[src/rtl/bus_master_port_if.sv]
// bus_master_port_if: serial system-bus signals between a master port and the arbiter/slaves
interface bus_master_port_if;
    logic m_request;
    logic m_grant;
    logic m_slave_select;
    logic m_valid;
    logic m_rw;
    logic m_addr_bit;
    logic m_wdata_bit;
    logic s_ready;
    logic s_rdata_bit;
    modport master(
        output m_request, m_slave_select, m_valid, m_rw, m_addr_bit, m_wdata_bit,
        input  m_grant, s_ready, s_rdata_bit
    );
    modport slave(
        input  m_request, m_slave_select, m_valid, m_rw, m_addr_bit, m_wdata_bit,
        output m_grant, s_ready, s_rdata_bit
    );
endinterface

[src/rtl/bus_master_port.sv]
// bus_master_port: parallel local request to serial request/grant bus transaction
module bus_master_port #(
    parameter int ADDR_W  = 12,
    parameter int DATA_W  = 8,
    parameter int TIMEOUT = 256
) (
    input  logic              clk,
    input  logic              reset,
    input  logic              start,
    input  logic              rw,
    input  logic [1:0]        slave_id,
    input  logic [ADDR_W-1:0] addr,
    input  logic [DATA_W-1:0] wdata,
    output logic              busy,
    output logic              done,
    output logic              error,
    output logic [DATA_W-1:0] rdata,
    bus_master_port_if.master bus
);
    localparam int BW = $clog2(ADDR_W > DATA_W ? ADDR_W : DATA_W) + 1;
    localparam int TW = $clog2(TIMEOUT) + 1;
    localparam logic [BW-1:0] A_LAST = BW'(ADDR_W - 1);
    localparam logic [BW-1:0] D_LAST = BW'(DATA_W - 1);
    localparam logic [TW-1:0] T_LAST = TW'(TIMEOUT - 1);
    typedef enum logic [2:0] {IDLE, REQ, SSEL, ADDR, WDATA, WAIT_ACK, RDATA, DONE} state_t;
    state_t            st;
    logic [BW-1:0]     bcnt;
    logic [TW-1:0]     tcnt;
    logic              err;
    logic              rw_q;
    logic [1:0]        sid_q;
    logic [ADDR_W-1:0] a_q;
    logic [DATA_W-1:0] d_q;
    assign busy               = st != IDLE;
    assign done               = st == DONE;
    assign error              = err;
    assign bus.m_request      = st inside {REQ, SSEL, ADDR, WDATA, WAIT_ACK, RDATA};
    assign bus.m_slave_select = st == REQ ? sid_q[0] : st == SSEL ? sid_q[1] : 1'b0;
    assign bus.m_valid        = st inside {ADDR, WDATA};
    assign bus.m_rw           = bus.m_valid & rw_q;
    assign bus.m_addr_bit     = st == ADDR & a_q[0];
    assign bus.m_wdata_bit    = st == WDATA & d_q[0];
    // Transaction sequencer; address/data copies shift out LSB first, read data shifts in from the top
    always_ff @(posedge clk or posedge reset) begin
        if (reset) begin
            st    <= IDLE;
            bcnt  <= '0;
            tcnt  <= '0;
            err   <= 1'b0;
            rw_q  <= 1'b0;
            sid_q <= '0;
            a_q   <= '0;
            d_q   <= '0;
            rdata <= '0;
        end else begin
            case (st)
                IDLE: if (start) begin
                    rw_q  <= rw;
                    sid_q <= slave_id;
                    a_q   <= addr;
                    d_q   <= wdata;
                    tcnt  <= '0;
                    err   <= 1'b0;
                    st    <= REQ;
                end
                REQ: if (bus.m_grant) st <= SSEL;
                     else if (tcnt == T_LAST) begin err <= 1'b1; st <= DONE; end
                     else tcnt <= tcnt + 1'b1;
                SSEL: if (!bus.m_grant) begin err <= 1'b1; st <= DONE; end
                      else begin bcnt <= '0; st <= ADDR; end
                ADDR: if (!bus.m_grant) begin err <= 1'b1; st <= DONE; end
                      else begin
                          a_q  <= a_q >> 1;
                          bcnt <= bcnt == A_LAST ? '0 : bcnt + 1'b1;
                          if (bcnt == A_LAST) begin
                              tcnt <= '0;
                              st   <= rw_q ? WDATA : WAIT_ACK;
                          end
                      end
                WDATA: if (!bus.m_grant) begin err <= 1'b1; st <= DONE; end
                       else begin
                           d_q  <= d_q >> 1;
                           bcnt <= bcnt + 1'b1;
                           if (bcnt == D_LAST) st <= WAIT_ACK;
                       end
                WAIT_ACK: if (!bus.m_grant) begin err <= 1'b1; st <= DONE; end
                          else if (bus.s_ready) begin bcnt <= '0; st <= rw_q ? DONE : RDATA; end
                          else if (tcnt == T_LAST) begin err <= 1'b1; st <= DONE; end
                          else tcnt <= tcnt + 1'b1;
                RDATA: if (!bus.m_grant) begin err <= 1'b1; st <= DONE; end
                       else begin
                           rdata <= {bus.s_rdata_bit, rdata[DATA_W-1:1]};
                           bcnt  <= bcnt + 1'b1;
                           if (bcnt == D_LAST) st <= DONE;
                       end
                DONE: st <= IDLE;
                default: st <= IDLE;
            endcase
        end
    end
endmodule

[src/flat_wrapper.sv]
// flat-port wrapper written by rule: the top's interface ports become plain ports
module bus_master_port_flat 
#(
    parameter int ADDR_W  = 12,
    parameter int DATA_W  = 8,
    parameter int TIMEOUT = 256
)
  (clk, reset, start, rw, slave_id, addr, wdata, busy, done, error, rdata, bus_m_request, bus_m_slave_select, bus_m_valid, bus_m_rw, bus_m_addr_bit, bus_m_wdata_bit, bus_m_grant, bus_s_ready, bus_s_rdata_bit);
  bus_master_port_if bus_i ();
  input  logic clk;
  input  logic reset;
  input  logic start;
  input  logic rw;
  input  logic [1:0] slave_id;
  input  logic [ADDR_W-1:0] addr;
  input  logic [DATA_W-1:0] wdata;
  output logic busy;
  output logic done;
  output logic error;
  output logic [DATA_W-1:0] rdata;
  output wire logic [$bits(bus_i.m_request)-1:0] bus_m_request;
  output wire logic [$bits(bus_i.m_slave_select)-1:0] bus_m_slave_select;
  output wire logic [$bits(bus_i.m_valid)-1:0] bus_m_valid;
  output wire logic [$bits(bus_i.m_rw)-1:0] bus_m_rw;
  output wire logic [$bits(bus_i.m_addr_bit)-1:0] bus_m_addr_bit;
  output wire logic [$bits(bus_i.m_wdata_bit)-1:0] bus_m_wdata_bit;
  input wire logic [$bits(bus_i.m_grant)-1:0] bus_m_grant;
  input wire logic [$bits(bus_i.s_ready)-1:0] bus_s_ready;
  input wire logic [$bits(bus_i.s_rdata_bit)-1:0] bus_s_rdata_bit;
  assign bus_m_request = bus_i.m_request;
  assign bus_m_slave_select = bus_i.m_slave_select;
  assign bus_m_valid = bus_i.m_valid;
  assign bus_m_rw = bus_i.m_rw;
  assign bus_m_addr_bit = bus_i.m_addr_bit;
  assign bus_m_wdata_bit = bus_i.m_wdata_bit;
  assign bus_i.m_grant = bus_m_grant;
  assign bus_i.s_ready = bus_s_ready;
  assign bus_i.s_rdata_bit = bus_s_rdata_bit;
  bus_master_port #(.ADDR_W(ADDR_W), .DATA_W(DATA_W), .TIMEOUT(TIMEOUT)) u_core (.clk(clk), .reset(reset), .start(start), .rw(rw), .slave_id(slave_id), .addr(addr), .wdata(wdata), .busy(busy), .done(done), .error(error), .rdata(rdata), .bus(bus_i));
endmodule
[config.mk]
export PLATFORM = sky130hd
export DESIGN_NAME = bus_master_port_flat
export DESIGN_NICKNAME = d
export VERILOG_FILES = /design/src/rtl/bus_master_port_if.sv /design/src/rtl/bus_master_port.sv /design/src/flat_wrapper.sv
export SDC_FILE = /design/constraint.sdc
export NUM_CORES = 1
export LEC_CHECK = 0
export CAP_MARGIN = 15
export CELL_PAD_IN_SITES_DETAIL_PLACEMENT = 1
export CELL_PAD_IN_SITES_GLOBAL_PLACEMENT = 2
export CORE_AREA = 3 3 99 101
export CTS_CLUSTER_SIZE = 8
export DETAILED_ROUTE_END_ITERATION = 16
export DIE_AREA = 0 0 102 104
export GPL_TIMING_DRIVEN = 0
export PLACE_DENSITY_LB_ADDON = 0.05
export SLEW_MARGIN = 5
export SYNTH_ARGS = -nofsm -noshare
export SYNTH_HDL_FRONTEND = slang
export SYNTH_SLANG_ARGS = --single-unit
[constraint.sdc]
create_clock -name clk -period 2.51 [get_ports clk]
set_input_delay 0.3765 -clock clk [delete_from_list [all_inputs] [get_ports clk]]
set_output_delay 0.3765 -clock clk [all_outputs]
set_load 0.01 [all_outputs]
; Word-level counts from Yosys, hierarchy flattened
; Index checks and enable logic that the tools add are counted.
; W data, S select, Z words.
[classes]
bitwise_logic = 3
magnitude_cmp = 0
multipliers = 0
n_mux = 45
div = 0
addsub = 2
eq_ne = 25
reduce_logical = 19
shifts = 0
[ops]
columns = operator, n
row1 = $mux W9, 7
row2 = $mux W3, 12
row3 = $pmux W9 S4, 1
row4 = $mux W5, 6
row5 = $mux W12, 2
row6 = $pmux W12 S2, 1
row7 = $pmux W3 S8, 1
row8 = $ne A2 B2 Y1 const B, 10
row9 = $pmux W5 S4, 1
row10 = $mux W8, 2
row11 = $pmux W8 S2, 1
row12 = $eq A3 B3 Y1 const B, 4
row13 = $ne A3 B3 Y1 const B, 4
row14 = $reduce_bool A4 Y1, 3
row15 = $mux W1, 10
row16 = $add A9 B1 Y9 const B, 1
row17 = $eq A9 B8 Y1 const B, 1
row18 = $reduce_and A7 Y1, 1
row19 = $eq A3 B2 Y1 const B, 2
row20 = $reduce_and A3 Y1, 2
row21 = $reduce_and A6 Y1, 1
row22 = $reduce_bool A2 Y1, 3
row23 = $reduce_bool A6 Y1, 1
row24 = $add A5 B1 Y5 const B, 1
row25 = 13 further kinds, 16
[word_totals]
latchBits = 0
out_inout_bits = 17
mem_bits_ro = 0
reg_bits = 49
word_cells = 103
n_memories = 0
mem_bits_rw = 0

; Depth between registers and ports, before layout
; Gate-level depths: netlist of run 1.
[depth]
word_depth = 5
depth_mapped = 9
depth_no_buf = 9

; Worst setup path before layout of run 1
; OpenSTA, ideal clock, no wires.
[synth_path]
path_type = reg-to-reg
start = register u_core.tcnt[0]
end = register u_core.tcnt[8]
stages_incl_launch_ff = 10
synth_period_minus_slack_ps = 2538
setup_slack_ps = -28
arrival_time_ps = 2413
path_cell_list = dfrtp_1 > ha_1 > and3_1 > and3_1 > and3_1 > ha_1 > nor3b_2 > o211ai_2 > a211oi_4 > mux2_4
[synth_between]
elab_chain_cells = 5
elab_cells_between_ends = 7
cone_classes = 1 x add/sub / 1 x eq/ne / 5 x mux
[synth_lines]
columns = element, line_no
row1 = from (decl), bus_master_port.sv:28  ; logic [TW-1:0] tcnt;
row2 = from (signal assigned), bus_master_port.sv:68  ; else tcnt <= tcnt + 1'b1;
row3 = from (signal assigned), bus_master_port.sv:89  ; else tcnt <= tcnt + 1'b1;
row4 = $add A9 B1 Y9 / $eq A9 B8 Y1 (equally long branches), n/a
row5 = $mux W9 (*), "bus_master_port.sv:67, bus_master_port.sv:88"
row6 = $mux W9, bus_master_port.sv:87  ; else if (bus.s_ready) begin bcnt <= '0; st <= rw_q ? DONE : RDATA; end
row7 = $mux W9, bus_master_port.sv:86  ; WAIT_ACK: if (!bus.m_grant) begin err <= 1'b1; st <= DONE; end
row8 = $pmux W9 S4 (*), bus_master_port.sv:56  ; case (st)
; Mark *: on every way between the ends. The rest lies on a longest branch, timed or not. The select of a mux whose other input is x is not followed.
; A chain may end at the register's enable or synchronous reset.

; Worst setup path after layout of run 1
[layout_path]
start = register u_core.tcnt[1]
end = register u_core.tcnt[8]
; The elaborated chain is that of the path after synthesis.

==> out/metrics.yaml, run 1 <==
logic_synthesis:
  synth-seq-area-share: 0.455
  syn_avg_cell_area_um2: 10.2
  yosysTopAreaCell: "dfrtp_1"
  yosysWarnings: 0
  synth_nets: 297
  synth_cell_types: 51
  netlist_top_cells_area: "dfrtp_1 46%, mux2i_1 7.4%, a21oi_1 5.9%, mux2_2 4.6%, nand2_1 3.1%"
  netlist.area_leader.share: 0.455
  syn_inst: 265
  synth-seq-cells: 49
  synthesis.area_um2: 2690
global_routing:
  grtUsageMet2: 0.208
  track_usage: 0.135
  overflow: 0
  grt_pass1_wl_um: 11500
  top_usage_layer: "met2"
  grt_use_met1: 0.189
  use_met3: 0.0329
  grt_pass1_vias: 2296
  antenna_found_initial: 0
  grt_start_max_net_pins: 30
placed_design:
  io_buffers: 44
  hpwl_um: 4840
  place.gp.congestion: 0.717
cells_and_area:
  diodes: 0
  fin_nets: 360
  final_common_cell: "dfrtp_1"
  drive_gt1_frac: 0.210
  syn2layout_area_growth_pct: 31.6
  final_cell_mix: "49 x dfrtp_1, 43 x clkdlybuf4s50_1, 32 x a21oi_1, 22 x nand2_1, 20 x mux2i_1"
  fillers: 1055
timing:
  setup_violations: 0
  fin_skew_ps: 8.36
  slew_violations: 0
  fmax_ghz: 0.408
  worst_slew_pin_slew_ps: 546
  rsz0062_at_grt: "yes"
  min_period_over_period: 0.977
  hold_viol_final: 0
  min_period_ps: 2450
  setup_tns_ps: 0
  slew_headroom: 0.635
floorplan:
  rows: 35
  start_util: 0.296
  die_x_um: 102
  coreArea_um2: 9110
  die_y_um: 104
  io_pins: 46
  die-area_um2: 10600
worst_hold_path:
  hold_path.class: "in2async"
pwr:
  ir_drop_mv: 0.392
  total_power_mw: 3.69
  power.density_nw_per_um2: 1040
  p_leak_nw: 1.54
drt:
  drt_iter0_drc: 75
  firstDrtPassIters: 4
  vias: 2163
  route.detailed.drc: 0
  wl_per_cell_um: 15.2
  ant_nets: 0
  drt_wl_total_um: 6700
  via_per_inst: 4.92
clock_network:
  clkSlewWorstSetupHoldPaths_ps: 100
  cts_tree: "done"
  cts_max_path_buffers: 2
  hold_buffers: 0
  clock_latency_ps: 310
  cts-root-buf: "clkbuf_8"
  htree_num_levels: 2
  cts_num_sinks: 49
  cts_buffers: 5
run:
  cap_viol_max_count: 0
worst_setup_path:
  endpoint_kind: "flip-flop"
  rr_worst_depth: 9
  reg2reg_slack_ps: 60
  cp-start-kind: "flip-flop"
  r2r_start: "u_core.tcnt[1]"
  reg2reg_to: "u_core.tcnt[8]"
  path_class: "reg2reg"
  worst_ep_arrival_time_ps: 2650
  crit_fanout: 6
  cp.required_ps: 2710
status:
  outcome: "finished, final reports clean"
## critical path: stages (launching register included)
cell	delay (ps)
dfrtp_1	410
ha_2	210
and3_4	190
and3_4	180
and3_4	180
ha_4	180
nor3b_4	190
o211ai_2	140
a211oi_4	350
mux2_4	330
## cells in the mapped netlist, drive strengths merged
| cell type | number |
|---|---|
| and2b | 1 |
| a41oi | 1 |
| o21a | 4 |
| nor2b | 2 |
| nor2 | 18 |
| a22o | 3 |
| a21oi | 35 |
| a211o | 1 |
| and3 | 7 |
| a31oi | 3 |
| nor4bb | 1 |
| nand3b | 3 |
| nand2 | 23 |
| or3b | 1 |
| or2 | 2 |
| or3 | 1 |
| o21ai | 18 |
| a21o | 2 |
| inv | 8 |
| o21bai | 1 |
| mux2 | 12 |
| a211oi | 2 |
| buf | 13 |
| a21boi | 1 |
| nor4b | 1 |
| mux2i | 20 |
| and4bb | 1 |
| a2bb2oi | 1 |
| o22ai | 2 |
| nand2b | 7 |
| o221ai | 2 |
| nor3b | 3 |
| nand3 | 6 |
| o211ai | 1 |
| dfrtp | 49 |
| clkbuf | 2 |
| and2 | 2 |
| ha | 3 |
| nor3 | 1 |
| nand4b | 1 |
## final cells by class
type | count | area (µm²) | share of cell area
inverters | 8 | 30.0 | 0.00847
clock inverters | 2 | 37.5 | 0.0106
multi-input cells | 193 | 1370 | 0.388
well taps | 111 | 139 | 0.0392
clock buffers | 6 | 82.6 | 0.0233
flip-flops and latches | 49 | 1230 | 0.346
repair buffers | 57 | 553 | 0.156
plain buffers | 14 | 101 | 0.0286
## power by group
part	total [mW]	internal (mW)	switching [mW]
Combinational	1.84	0.881	0.960
Clock	0.612	0.325	0.287
Sequential	1.24	1.07	0.167
Total	3.69	2.28	1.41
## state kept, by name, indices dropped and copies added, names as in the netlist
register and count:
u_core.tcnt 9, u_core.rw_q 1, u_core.st 3, u_core.a_q 12
u_core.sid_q 2, u_core.error 1, u_core.d_q 8, u_core.bcnt 5
u_core.rdata 8
## layer usage
layer | wire length [µm] | part of all wire
met2 | 2990 | 0.45
met4 | 75 | 0.011
met1 | 3340 | 0.50
met3 | 295 | 0.044
met5 | 0 | 0
## stage by stage
| step | setup WS [ps] | util | instances | instance area, µm² | hold WS, ps |
|---|---|---|---|---|---|
| 2_1_floorplan | 1.84 | - | 265 | 2700 | 442 |
| 4_1_cts | 25.1 | 0.378 | 431 | 3450 | 428 |
| 3_5_place_dp | -310 | 0.362 | 421 | 3290 | 466 |
| 3_3_place_gp | -282 | 0.359 | 420 | 3270 | 463 |
| 6_report | 58.4 | 0.389 | 440 | 3540 | 408 |
| 5_1_grt | -30.0 | 0.389 | 440 | 3540 | 443 |
## worst max path at each step
stage,from,to
5_1_grt,u_core.tcnt[0],u_core.tcnt[8]
3_3_place_gp,u_core.tcnt[0],u_core.tcnt[8]
2_1_floorplan,u_core.tcnt[0],u_core.tcnt[8]
6_report,u_core.tcnt[1],u_core.tcnt[8]
3_5_place_dp,u_core.tcnt[0],u_core.tcnt[8]
4_1_cts,u_core.tcnt[0],u_core.tcnt[8]
## what timing repair did
action                     CTS  global route
resized for setup            7             7
setup buffers                2            10
gates cloned                 0             0
setup endpoints to repair   15            12
pin swaps                    1             4
## cells by family after synthesis
logic type | share of synthesized area
buffers and inverters | 0.0488
DFF | 0.455
AOI/OAI and AO/OA | 0.184
adders and majority gates | 0.0139
and+or+nand+nor | 0.171
muxes | 0.126
No activity file was read; power rests on OpenSTA's default activity.
==> inputs of run 2 (changes only) <==
- CORE_AREA: 3 3 99 101 -> 3 3 91 93
- DIE_AREA: 0 0 102 104 -> 0 0 94 96
- clock period: 2.51 -> 3 ns (I/O delays scaled with it)
==> run 2 against run 1 <==
  * Critical path depth stayed put
  * Critical endpoint unchanged
  * Combinational power is 21% lower
  * Fmax is 13% lower
  * First-iteration DRC count is 28% higher
  * Highest routed layer unchanged
  * Largest power group unchanged
==> out/metrics.yaml, run 2 (synthesis results as in run 1) <==
pwr:
  p_leak_nw: 1.48
  p_switching_mw: 1.18
  p_comb_frac: 0.488
  ir_drop_mv: 0.274
  internal_power_mw: 1.82
  power.density_nw_per_um2: 882
  total_power_mw: 3.00
  sw_frac_of_total: 0.392
  seqPwrFrac: 0.346
  clock_power_share: 0.166
global_routing:
  overflow: 0
  track_usage: 0.151
  grt_use_met1: 0.204
  grtUsageMet2: 0.242
  use_met3: 0.0399
  grt_pass1_vias: 2221
  top_usage_layer: "met2"
  grt_start_max_net_pins: 30
  grt_pass1_wl_um: 10800
  antenna_found_initial: 0
cells_and_area:
  diodes: 0
  stdcell_area_um2: 3400
  largest_reg_flops: 12
  final_util: 0.446
  final_common_cell: "dfrtp_1"
  regMostFlops: "u_core.a_q"
  drive_gt1_frac: 0.157
  layout.cells.non_filler: 420
  fin_nets: 349
  syn2layout_area_growth_pct: 26.1
  top_regs: "u_core.a_q (12), u_core.tcnt (9)"
  final_cell_mix: "49 x dfrtp_1, 44 x clkdlybuf4s50_1, 32 x a21oi_1, 22 x nand2_1, 20 x mux2i_1"
drt:
  firstDrtPassIters: 4
  via_per_inst: 5.07
  wl_per_cell_um: 15.5
  ant_nets: 0
  drt_wl_total_um: 6520
  route.detailed.drc: 0
  drt_iter0_drc: 96
  vias: 2130
clock_network:
  cts_resized: 0
  cts_num_sinks: 49
  clock_latency_ps: 310
  cts_tree: "done"
  clkSlewWorstSetupHoldPaths_ps: 100
  htree_num_levels: 2
  cts-root-buf: "clkbuf_8"
  post-cts-setup-buffers: 0
  cts_buffers: 5
  hold_buffers: 0
  cts_max_path_buffers: 2
floorplan:
  rows: 32
  coreArea_um2: 7610
  die-area_um2: 9020
  die_y_um: 96
  start_util: 0.354
  die_x_um: 94
  io_pins: 46
worst_setup_path:
  crit_start: "u_core.tcnt[0]"
  worst_ep_arrival_time_ps: 3020
  r2r_start: "u_core.tcnt[0]"
  cp.required_ps: 3200
  reg2reg_slack_ps: 180
  rr_worst_depth: 9
  endpoint_kind: "flip-flop"
  path_class: "reg2reg"
  reg2reg_to: "u_core.tcnt[8]"
  cp-start-kind: "flip-flop"
  crit_fanout: 9
placed_design:
  place.gp.congestion: 0.728
  dpl.cell_count: 412
  place_area_um2: 3280
  io_buffers: 44
  place_ws_ps: 182
  hpwl_um: 4720
timing:
  min_period_over_period: 0.939
  setup_violations: 0
  rsz0062_at_grt: "no"
  slew_headroom: 0.608
  fmax_ghz: 0.355
  setup_tns_ps: 0
  hold_viol_final: 0
  slew_violations: 0
  worst_slew_pin_slew_ps: 586
  holdWs_ps: 484
  layout_setup_ws_ps: 184
  fin_skew_ps: 8.75
  min_period_ps: 2820
worst_hold_path:
  hold_path.class: "in2async"
run:
  cap_viol_max_count: 0
status:
  outcome: "finished, final reports clean"
[run 2: changes by cell type in the layout (fill, tap and decap cells not counted), moves of 2 or more]
cell	previous run	this run
and3_4	3	0
ha_1	1	3
buf_4	15	4
and3_1	4	7
clkbuf_1	0	2
[run 2: layer usage]
layer  up-vias  share of wire
met5         -              0
met4         0          0.010
met3         6          0.061
met2        48           0.45
met1      1036           0.48
li1       1040              -
[run 2: area by class of cell]
type,count,area [µm²]
clock inverter,3,46.3
inverter,8,30.0
clock buffer,5,68.8
timing repair buffer,45,460
tap,102,128
multi-input combinational,193,1340
sequential,49,1230
fill,879,4210
buffer,15,101
[run 2: how the worst max path moves through the flow]
stage / to / slack, ps / depth (start not counted)
after CTS: u_core.tcnt[8] / 170 / 9
after detailed placement: u_core.tcnt[8] / 180 / 9
after floorplan: u_core.tcnt[8] / 460 / 9
after global placement: u_core.tcnt[8] / 170 / 9
after global routing: u_core.tcnt[8] / 30 / 9
final: u_core.tcnt[8] / 180 / 9
[run 2: power by group through the flow]
| stage | Combinational (mW) | Clock [mW] | Sequential, mW |
|---|---|---|---|
| final | 1.46 | 0.498 | 1.04 |
| after detailed placement | 1.48 | 0 | 1.06 |
| after global routing | 1.63 | 0.541 | 1.07 |
| after floorplan | 1.02 | 0 | 1.03 |
| after CTS | 1.48 | 0.519 | 1.04 |
| after global placement | 1.46 | 0 | 1.04 |
[run 2: critical path: stages (launching register included)]
cell and delay (ps):
dfrtp_1 410, ha_1 240, and3_1 220, and3_1 210, and3_1 180, ha_1 280
nor3b_2 210, o211ai_2 120, a211oi_4 500, mux2_4 340
